<file path="config.mk">
export PLATFORM = sky130hd
export DESIGN_NAME = round_manager
export DESIGN_NICKNAME = d
export VERILOG_FILES = /design/src/rtl/round_manager_pkg.sv /design/src/rtl/round_manager_second_ticker.sv /design/src/rtl/round_manager.sv
export SDC_FILE = /design/constraint.sdc
export NUM_CORES = 1
export LEC_CHECK = 0
export BUFFER_PORTS_ARGS = -buffer_cell sky130_fd_sc_hd__buf_2
export CORE_MARGIN = 1
export CORE_UTILIZATION = 53
export CTS_CLUSTER_DIAMETER = 40
export DETAILED_ROUTE_END_ITERATION = 10
export PLACE_DENSITY_LB_ADDON = 0.15
export SLEW_MARGIN = 25
export SYNTH_ARGS = -nofsm -noshare
export SYNTH_HDL_FRONTEND = slang
export SYNTH_HIERARCHICAL = 1
export SYNTH_SLANG_ARGS = --single-unit
</file>
<file path="constraint.sdc">
create_clock -name clk -period 2.53 [get_ports clk]
set_input_delay 0 -clock clk [delete_from_list [all_inputs] [get_ports clk]]
set_output_delay 0 -clock clk [all_outputs]
set_load 0.02 [all_outputs]
</file>
<file path="src/rtl/round_manager_pkg.sv">
// round_manager_pkg: state/finish encodings, default timing constants and saturating score increment
package round_manager_pkg;
  typedef enum logic [2:0] {
    ST_IDLE       = 3'd0,
    ST_COUNTDOWN  = 3'd1,
    ST_FIGHT      = 3'd2,
    ST_ROUND_OVER = 3'd3,
    ST_MATCH_OVER = 3'd4
  } state_t;
  localparam logic [1:0] FIN_NONE = 2'b00;
  localparam logic [1:0] FIN_P1 = 2'b01;
  localparam logic [1:0] FIN_P2 = 2'b11;
  localparam int DEF_CLKS_PER_SEC = 100_000_000;
  localparam int DEF_COUNTDOWN_SEC = 3;
  localparam int DEF_ROUND_SEC = 60;
  localparam int DEF_RESULT_SEC = 2;
  localparam int DEF_ROUNDS_TO_WIN = 2;
  function automatic logic [1:0] sat_inc(input logic [1:0] v, input logic [1:0] lim);
    return (v >= lim) ? v : v + 2'd1;
  endfunction
endpackage

</file>
<file path="src/rtl/round_manager_second_ticker.sv">
// second_ticker: counts CLKS_PER_SEC cycles (clk, reset, i_clr restarts at 0) and pulses o_tick for one cycle per second
module second_ticker #(
  parameter int CLKS_PER_SEC = 100_000_000
) (
  input  logic clk,
  input  logic reset,
  input  logic i_clr,
  output logic o_tick
);
  localparam int W = $clog2(CLKS_PER_SEC + 1);
  logic [W-1:0] r_cnt;
  assign o_tick = r_cnt == W'(CLKS_PER_SEC - 1);
  always_ff @(posedge clk)
    r_cnt <= (reset || i_clr || o_tick) ? '0 : r_cnt + W'(1);
endmodule

</file>
<file path="src/rtl/round_manager.sv">
// round_manager: fighting-game match sequencer (start_btn/finish/health in; game reset, input gate, scores, timers, winner, state out)
module round_manager
  import round_manager_pkg::*;
#(
  parameter int CLKS_PER_SEC  = DEF_CLKS_PER_SEC,
  parameter int COUNTDOWN_SEC = DEF_COUNTDOWN_SEC,
  parameter int ROUND_SEC     = DEF_ROUND_SEC,
  parameter int RESULT_SEC    = DEF_RESULT_SEC,
  parameter int ROUNDS_TO_WIN = DEF_ROUNDS_TO_WIN
) (
  input  logic       clk,
  input  logic       reset,
  input  logic       start_btn,
  input  logic [1:0] finish,
  input  logic [3:0] p1_health,
  input  logic [3:0] p2_health,
  output logic       game_rst_n,
  output logic       inputs_enable,
  output logic [1:0] p1_rounds,
  output logic [1:0] p2_rounds,
  output logic [3:0] countdown,
  output logic [6:0] round_time,
  output logic [1:0] match_winner,
  output logic [2:0] state
);
  localparam logic [3:0] CD_LOAD = 4'(COUNTDOWN_SEC);
  localparam logic [6:0] RT_LOAD = 7'(ROUND_SEC);
  localparam logic [7:0] HOLD_LOAD = 8'(RESULT_SEC);
  localparam logic [1:0] WIN = 2'(ROUNDS_TO_WIN);
  state_t r_state, w_state;
  logic [3:0] r_countdown, w_countdown;
  logic [6:0] r_round_time, w_round_time;
  logic [7:0] r_hold, w_hold;
  logic [1:0] r_p1, w_p1, r_p2, w_p2, r_winner, w_winner;
  logic r_start_q, r_armed, r_game_rst_n, r_inputs_enable;
  logic w_tick, w_start_rise;
  // r_armed blocks a start level held through reset until it has been seen low
  assign w_start_rise = start_btn & ~r_start_q & r_armed;
  second_ticker #(.CLKS_PER_SEC(CLKS_PER_SEC)) u_ticker (
    .clk   (clk),
    .reset (reset),
    .i_clr (w_state != r_state),
    .o_tick(w_tick)
  );
  always_comb begin
    w_state = r_state;
    w_countdown = r_countdown;
    w_round_time = r_round_time;
    w_hold = r_hold;
    w_p1 = r_p1;
    w_p2 = r_p2;
    w_winner = r_winner;
    case (r_state)
      ST_IDLE: if (w_start_rise) begin
        w_state = ST_COUNTDOWN;
        w_countdown = CD_LOAD;
      end
      ST_COUNTDOWN: if (w_tick) begin
        w_state = (r_countdown == 4'd1) ? ST_FIGHT : ST_COUNTDOWN;
        w_countdown = (r_countdown == 4'd1) ? 4'd0 : r_countdown - 4'd1;
        w_round_time = (r_countdown == 4'd1) ? RT_LOAD : r_round_time;
      end
      ST_FIGHT: begin
        if (finish[0]) begin
          w_state = ST_ROUND_OVER;
          w_round_time = 7'd0;
          w_hold = HOLD_LOAD;
          w_p1 = finish[1] ? r_p1 : sat_inc(r_p1, WIN);
          w_p2 = finish[1] ? sat_inc(r_p2, WIN) : r_p2;
        end else if (r_round_time == 7'd0) begin
          w_state = ST_ROUND_OVER;
          w_hold = HOLD_LOAD;
          w_p1 = (p1_health > p2_health) ? sat_inc(r_p1, WIN) : r_p1;
          w_p2 = (p2_health > p1_health) ? sat_inc(r_p2, WIN) : r_p2;
        end else if (w_tick) begin
          w_round_time = r_round_time - 7'd1;
        end
      end
      ST_ROUND_OVER: if (w_tick) begin
        if (r_hold == 8'd1) begin
          w_state = (r_p1 == WIN || r_p2 == WIN) ? ST_MATCH_OVER : ST_COUNTDOWN;
          w_countdown = (r_p1 == WIN || r_p2 == WIN) ? 4'd0 : CD_LOAD;
          w_winner = (r_p1 == WIN) ? FIN_P1 : (r_p2 == WIN) ? FIN_P2 : FIN_NONE;
        end else begin
          w_hold = r_hold - 8'd1;
        end
      end
      ST_MATCH_OVER: if (w_start_rise) begin
        w_state = ST_COUNTDOWN;
        w_countdown = CD_LOAD;
        w_p1 = 2'd0;
        w_p2 = 2'd0;
        w_winner = FIN_NONE;
      end
      default: w_state = ST_IDLE;
    endcase
  end
  always_ff @(posedge clk) begin
    if (reset) begin
      r_state <= ST_IDLE;
      r_countdown <= 4'd0;
      r_round_time <= 7'd0;
      r_hold <= 8'd0;
      r_p1 <= 2'd0;
      r_p2 <= 2'd0;
      r_winner <= FIN_NONE;
      r_start_q <= 1'b0;
      r_armed <= ~start_btn;
      r_game_rst_n <= 1'b0;
      r_inputs_enable <= 1'b0;
    end else begin
      r_state <= w_state;
      r_countdown <= w_countdown;
      r_round_time <= w_round_time;
      r_hold <= w_hold;
      r_p1 <= w_p1;
      r_p2 <= w_p2;
      r_winner <= w_winner;
      r_start_q <= start_btn;
      r_armed <= r_armed | ~start_btn;
      r_game_rst_n <= r_state != ST_IDLE && r_state != ST_COUNTDOWN;
      r_inputs_enable <= r_state == ST_FIGHT;
    end
  end
  assign game_rst_n = r_game_rst_n;
  assign inputs_enable = r_inputs_enable;
  assign p1_rounds = r_p1;
  assign p2_rounds = r_p2;
  assign countdown = r_countdown;
  assign round_time = r_round_time;
  assign match_winner = r_winner;
  assign state = r_state;
endmodule
</file>
==> results of run 1 <==
-- cell type report --
type                    instances  area, um2
multi-input cells             281       1890
fillers                       468       1750
flip-flops and latches         59       1180
repair buffers                 64        423
clock buffers                  15        176
well taps                      72       90.1
inverters                      17       63.8
clock inverters                 1       30.0
-- critical path, cell delays in order (launching register included) --
cell	delay (ns)
sky130_fd_sc_hd__dfxtp_2	0.36
sky130_fd_sc_hd__ha_4	0.14
sky130_fd_sc_hd__nand3_1	0.09
sky130_fd_sc_hd__or2_4	0.28
sky130_fd_sc_hd__nor3_2	0.18
sky130_fd_sc_hd__buf_4	0.18
sky130_fd_sc_hd__nor2b_4	0.17
sky130_fd_sc_hd__nand2_1	0.07
sky130_fd_sc_hd__o211ai_1	0.15
sky130_fd_sc_hd__o31ai_1	0.11
sky130_fd_sc_hd__nand2_1	0.10
sky130_fd_sc_hd__nor2_1	0.07
sky130_fd_sc_hd__o31ai_4	0.13
sky130_fd_sc_hd__clkbuf_16	0.22
sky130_fd_sc_hd__a21oi_1	0.04
-- power by group through the flow --
stage | registers, uW | logic (uW) | clock network [uW]
finish | 957 | 144 | 891
global route | 958 | 159 | 950
CTS | 953 | 131 | 909
detailed placement | 974 | 130 | 0
global placement | 973 | 124 | 0
floorplan | 975 | 81.4 | 0
-- state kept, by name, indices dropped and copies added (netlist names) --
name            flops
countdown           4
game_rst_n          1
inputs_enable       1
match_winner        2
p1_rounds           2
p2_rounds           2
r_armed             1
r_hold              8
r_start_q           1
round_time          7
state               3
u_ticker/r_cnt     27
-- stage by stage --
stage / hold slack [ns] / std cells
6_report: 0.109 / 509
5_1_grt: 0.131 / 509
4_1_cts: 0.0965 / 500
3_5_place_dp: 0.223 / 482
3_3_place_gp: 0.203 / 482
2_1_floorplan: 0.0762 / 371
-- cell usage after synthesis (all sizes together), types with 12 or more instances --
cell    number
inv         17
nor3        14
dfxtp       59
o21ai       17
or3         12
a211oi      12
nor2        41
a21oi       22
nand2       24
nand3       13
ha          13
-- kinds of logic after synthesis --
family,Yosys count,share of synthesized area [%]
xor+xnor,20,5.55
flops,59,37.4
buf+inv,31,4.48
fa+ha+maj,13,5.16
simple gates,165,29.4
compound gates,83,17.9
-- routing by layer --
layer  global-route usage (%)  share of wire (%)
met5                        0                  0
met1                     27.9                 45
met3                     4.02                2.9
met2                     41.8                 50
met4                     14.0                2.2
-- repair_timing --
item                                    CTS  global route
hold buffers                              1             0
buffers inserted                          1             7
hold endpoints to repair                  2             0
resized for setup                         1            13
pin swaps                                 1             7
cloned                                    0             2
endpoints found under the setup margin   22            32
-- path summary, 6_finish.rpt --
kind	start	end	slack [ns]	cells past startpoint
max	u_ticker/r_cnt[1]	u_ticker/r_cnt[25]	0.11	14
min	finish[0]	round_time[2]	0.11	3
max reg2reg	u_ticker/r_cnt[1]	u_ticker/r_cnt[25]	0.11	14
min reg2reg	u_ticker/r_cnt[0]	u_ticker/r_cnt[0]	0.45	1
==> flow_metrics.tcl, run 1 <==
set metrics [dict create \
    status "complete, no violations" \
    tritoncts "built" \
    criticalPathCategory "reg2reg" \
    power_density_of_the_placed_cells_mw_per_mm2 516 \
    internal-power_uw 1540 \
    critPathRequiredTime_ns 2.75 \
    biggest_fanout_along_the_worst_timing_path 6 \
    tightest_slew_ns 0.686 \
    drc 0 \
    post-synth-top-area-fraction_pct 37.4 \
    ant_nets 0 \
    die_w_um 79.1 \
    final_core_util_pct 68.8 \
    cts-htree-levels 3 \
    synthesis.instances 371 \
    routed_wl_um 7270 \
    place_ws_ns 0.00121 \
    gpl.final_weighted_congestion 0.875 \
    clk_path_buf_depth 2 \
    first_global_vias 2754 \
    startpoint_type "flip-flop" \
    grt_max_degree 32 \
    synth_enable_flop_cells 0 \
    dp_wirelength_um 5020 \
    insertion_delay_ns 0.34 \
    most_frequent_cells_in_the_layout "sky130_fd_sc_hd__dfxtp_1 (57), sky130_fd_sc_hd__nor2_1 (41), sky130_fd_sc_hd__buf_2 (34)" \
    detail_route.vias_per_cell 5.87 \
    design.die.area_mm2 0.00626 \
    post_route_cells_drive_above_1_share_pct 25.2 \
    finalSetupViolations 0 \
    layout_stage_area_growth_over_the_synthesis_result_pct 22.3 \
    most_frequent_standard_cell_in_the_layout_excluding_fill_and_tap_cells "sky130_fd_sc_hd__dfxtp_1" \
    initial_utilization_pct 56.2 \
    power.share.switching_pct 22.6 \
    ctsRootBufferMaster "sky130_fd_sc_hd__clkbuf_8" \
    post-route-cell-area_mm2 0.00386 \
    grt_pass1_wl_um 11900 \
    clock_sinks 59 \
    clkTransAtPathRegs_ns 0.06 \
    period_minus_slack_ns 2.42 \
    share_seq_of_total_power_pct 48.0 \
    routed_wl_per_cell_um 14.3 \
    core.rowCount 27 \
    synth.area.top_cells "sky130_fd_sc_hd__dfxtp_1 (37%), sky130_fd_sc_hd__ha_1 (5.2%), sky130_fd_sc_hd__nor2_1 (4.9%)" \
    cp.arrival_ns 2.63 \
    min_path_type "in2reg" \
    asyncSetResetFlopFracSynth_pct 0 \
    number_of_antenna_violations_at_the_first_check_in_global_routing 0 \
    grt_total_usage_pct 24.2 \
    cts_inserted_buffers 9 \
    period_utilisation_layout_pct 95.5 \
    yosys.area.top_type "sky130_fd_sc_hd__dfxtp_1" \
    initialDrtViolationCount 102 \
    static_leakage_power_uw 0.00146 \
    max-slew-margin-rel_pct 54.1 \
    final_max_slew_viol_count 0 \
    detailedRoute.firstPassIterationCount 4 \
    core_region_area_mm2 0.00561 \
    maxCapViolations 0 \
    netlist-cell-type-count 57 \
    relative_contribution_of_combinational_cells_to_total_power_pct 7.2 \
    dominantRegCellSynth "sky130_fd_sc_hd__dfxtp_1" \
    fin_ws_ns 0.115 \
    overflow 0 \
    final.setup.tns_ns 0 \
    timing.clock.skew_ns 0.00631 \
    io_pins 35 \
    port_buffers 34 \
    synth_nets 397 \
    synth.cell_area_mm2 0.00315 \
    power_switching_uw 450 \
    timing.fmax_mhz 414 \
    synth-seq-area-share_pct 37.4 \
    hold_viol 0 \
    worstSetupEndpointType "flip-flop" \
    yosys_warnings 6 \
    antenna_cells 0 \
    ir_worst_vdd_v 0.000309 \
    dpl_cell_area_mm2 0.00349 \
    num_vias 2988 \
    clkPwrFrac_pct 44.8 \
    dieHeight_um 79.1 \
    power_uw 1990 \
    nNetsFinal 458 \
    postSynthAreaPerCell_um2 8.50 \
    postSynthRegisterBits 59 \
]
Note: power is estimated with default switching activity, not from simulation.
==> run 2: changes to the inputs <==
- CORE_UTILIZATION: 53 -> 55
- CTS_BUF_LIST: default -> sky130_fd_sc_hd__clkbuf_8
==> run 2 against run 1 <==
Sequential share of layout area rose by 0.60 points. Sequential cell count unchanged. Register-to-register slack about the same. Critical path depth unchanged. Sequential power about the same. Critical path type unchanged.
==> flow_metrics.tcl, run 2 (same netlist as run 1, synthesis figures left out) <==
set metrics [dict create \
    static_leakage_power_uw 0.00142 \
    timing.critical_path.slowest_cell_delay_ns 0.35 \
    core.rowCount 27 \
    largest_reg_flops 27 \
    worst_hold_path.endpoint "round_time[2]" \
    category_of_cells_accounting_for_the_largest_share_of_critical_path_delay "simple AND/OR/NAND/NOR gates" \
    critPathRequiredTime_ns 2.74 \
    period_minus_slack_ns 2.43 \
    most_frequent_standard_cell_in_the_layout_excluding_fill_and_tap_cells "sky130_fd_sc_hd__dfxtp_1" \
    number_of_antenna_violations_at_the_first_check_in_global_routing 0 \
    startpoint_type "flip-flop" \
    dp_wirelength_um 4950 \
    die_w_um 77.7 \
    worstReg2RegStart "u_ticker/r_cnt[0]" \
    finalSetupViolations 0 \
    critical-path-top-cell-by-count "sky130_fd_sc_hd__nand2_1" \
    design.die.area_mm2 0.00604 \
    placed_cells 483 \
    gpl.final_weighted_congestion 0.857 \
    power_density_of_the_placed_cells_mw_per_mm2 512 \
    timing.fmax_mhz 412 \
    power_uw 1930 \
    fin_ws_ns 0.103 \
    series_of_cell_instances_along_the_critical_path "ha_2, nand3_1, or2_4, nor3_2, buf_4, nor2b_4, nand2_1, o211ai_1, o31ai_1, nand2_1, nor2_1, o31ai_4, clkbuf_16, a21oi_1" \
    cp.arrival_ns 2.63 \
    nNetsFinal 452 \
    r2r_cells 14 \
    layout.filler_cells 445 \
    ir_worst_vdd_v 0.000314 \
    layout_stage_area_growth_over_the_synthesis_result_pct 19.8 \
    period_utilisation_layout_pct 95.9 \
    grt_pass1_wl_um 11700 \
    detailedRoute.firstPassIterationCount 5 \
    io_pins 35 \
    routed_wl_um 7100 \
    registers.top_by_ff_count "u_ticker/r_cnt" \
    status "complete, no violations" \
    detail_route.vias_per_cell 5.92 \
    initialDrtViolationCount 184 \
    port_buffers 34 \
    holdPathStages 3 \
    maxCapViolations 0 \
    tritoncts "built" \
    grt_max_degree 32 \
    final-instance-count-excl-fill 503 \
    clkPwrFrac_pct 43.4 \
    worstPathBufferInverterCount 2 \
    max-slew-margin-rel_pct 63.7 \
    hold_viol 0 \
    power.share.switching_pct 23.8 \
    post-route-cell-area_mm2 0.00378 \
    initial_utilization_pct 57.3 \
    clock_sinks 59 \
    most_frequent_cells_in_the_layout "sky130_fd_sc_hd__dfxtp_1 (58), sky130_fd_sc_hd__nor2_1 (41), sky130_fd_sc_hd__buf_2 (34)" \
    tightest_slew_ns 0.544 \
    critPathSlowestCell "sky130_fd_sc_hd__dfxtp_2" \
    ctsRootBufferMaster "sky130_fd_sc_hd__clkbuf_8" \
    final_max_slew_viol_count 0 \
    setup.reg_to_reg.worst_slack_ns 0.10 \
    biggest_fanout_along_the_worst_timing_path 6 \
    dieHeight_um 77.7 \
    clk_path_buf_depth 2 \
    criticalPathCategory "reg2reg" \
    dpl_cell_area_mm2 0.00350 \
    cts-htree-levels 3 \
    first_global_vias 2622 \
    core_region_area_mm2 0.00551 \
    worstSetupEndpointType "flip-flop" \
    antenna_cells 0 \
    cts_inserted_buffers 9 \
    ant_nets 0 \
    drc 0 \
    min_path_type "in2reg" \
    insertion_delay_ns 0.34 \
    share_seq_of_total_power_pct 49.3 \
    timing.clock.skew_ns 0.00669 \
    r2r_end "u_ticker/r_cnt[25]" \
    grt_total_usage_pct 24.5 \
    hold_path_startpoint "finish[0]" \
    relative_contribution_of_combinational_cells_to_total_power_pct 7.3 \
    internal-power_uw 1470 \
    overflow 0 \
    power_switching_uw 459 \
    routed_wl_per_cell_um 14.1 \
    post_route_cells_drive_above_1_share_pct 23.7 \
    clkTransAtPathRegs_ns 0.07 \
    num_vias 2979 \
    place_ws_ns 0.000317 \
]
-- run 2: cell types whose count changed in the layout (fill, tap and decap cells not counted), moves of 2 or more --
cell,before,now
sky130_fd_sc_hd__clkbuf_8,12,10
sky130_fd_sc_hd__clkinv_2,0,3
sky130_fd_sc_hd__clkbuf_1,3,0
sky130_fd_sc_hd__buf_4,26,20
-- run 2: worst max path at each step --
| stage | startpoint | end | slack, ns | depth (start not counted) |
|---|---|---|---|---|
| 2_1_floorplan | u_ticker/r_cnt[0] | u_ticker/r_cnt[23] | 0.04 | 14 |
| 3_3_place_gp | u_ticker/r_cnt[0] | u_ticker/r_cnt[23] | 0.13 | 14 |
| 3_5_place_dp | u_ticker/r_cnt[0] | u_ticker/r_cnt[9] | 0.0003 | 14 |
| 4_1_cts | u_ticker/r_cnt[0] | u_ticker/r_cnt[25] | 0.02 | 14 |
| 5_1_grt | u_ticker/r_cnt[0] | u_ticker/r_cnt[25] | -0.06 | 14 |
| 6_report | u_ticker/r_cnt[0] | u_ticker/r_cnt[25] | 0.10 | 14 |
-- run 2: power groups by stage --
stage | clock network [uW] | logic [uW] | registers [uW]
finish | 838 | 141 | 954
global route | 908 | 158 | 955
CTS | 852 | 129 | 953
detailed placement | 0 | 128 | 974
global placement | 0 | 124 | 973
floorplan | 0 | 81.4 | 975
-- run 2: per-stage QoR --
step | hold WS, ns | setup TNS, ns | util, %
3_5_place_dp | 0.209 | 0 | 63.6
3_3_place_gp | 0.204 | 0 | 63.6
2_1_floorplan | 0.0762 | 0 | -
4_1_cts | 0.0947 | 0 | 67.3
6_report | 0.103 | 0 | 68.6
5_1_grt | 0.122 | -0.691 | 68.6
-- run 2: tightest hold or removal path, cell delays in order --
cell	delay [ns]
sky130_fd_sc_hd__buf_2	0.22
sky130_fd_sc_hd__a21o_1	0.11
sky130_fd_sc_hd__a211oi_1	0.06
-- run 2: repair_timing --
action	4_1_cts	5_1_grt
hold buffers	1	0
cloned	0	2
setup buffers	0	1
pin swaps	0	1
endpoints found under the setup margin	24	35
endpoints found under the hold margin	2	0
resized for setup	1	9
-- run 2: layout make-up --
cell class | count | area, um2 | share of cell area, %
Multi-Input combinational cell | 281 | 1870 | 49.5
Sequential cell | 59 | 1180 | 31.3
Timing Repair Buffer | 58 | 378 | 10.0
Clock buffer | 10 | 138 | 3.64
Tap cell | 72 | 90.1 | 2.38
Inverter | 17 | 63.8 | 1.69
Clock inverter | 6 | 56.3 | 1.49
-- run 2: per-layer routing --
layer | up-vias | track usage [%] | part of all wire, %
li1 | 1481 | - | -
met1 | 1404 | 30.1 | 45
met2 | 78 | 40.5 | 49
met3 | 16 | 6.00 | 4.4
met4 | 0 | 10.6 | 1.8
met5 | - | 0 | 0
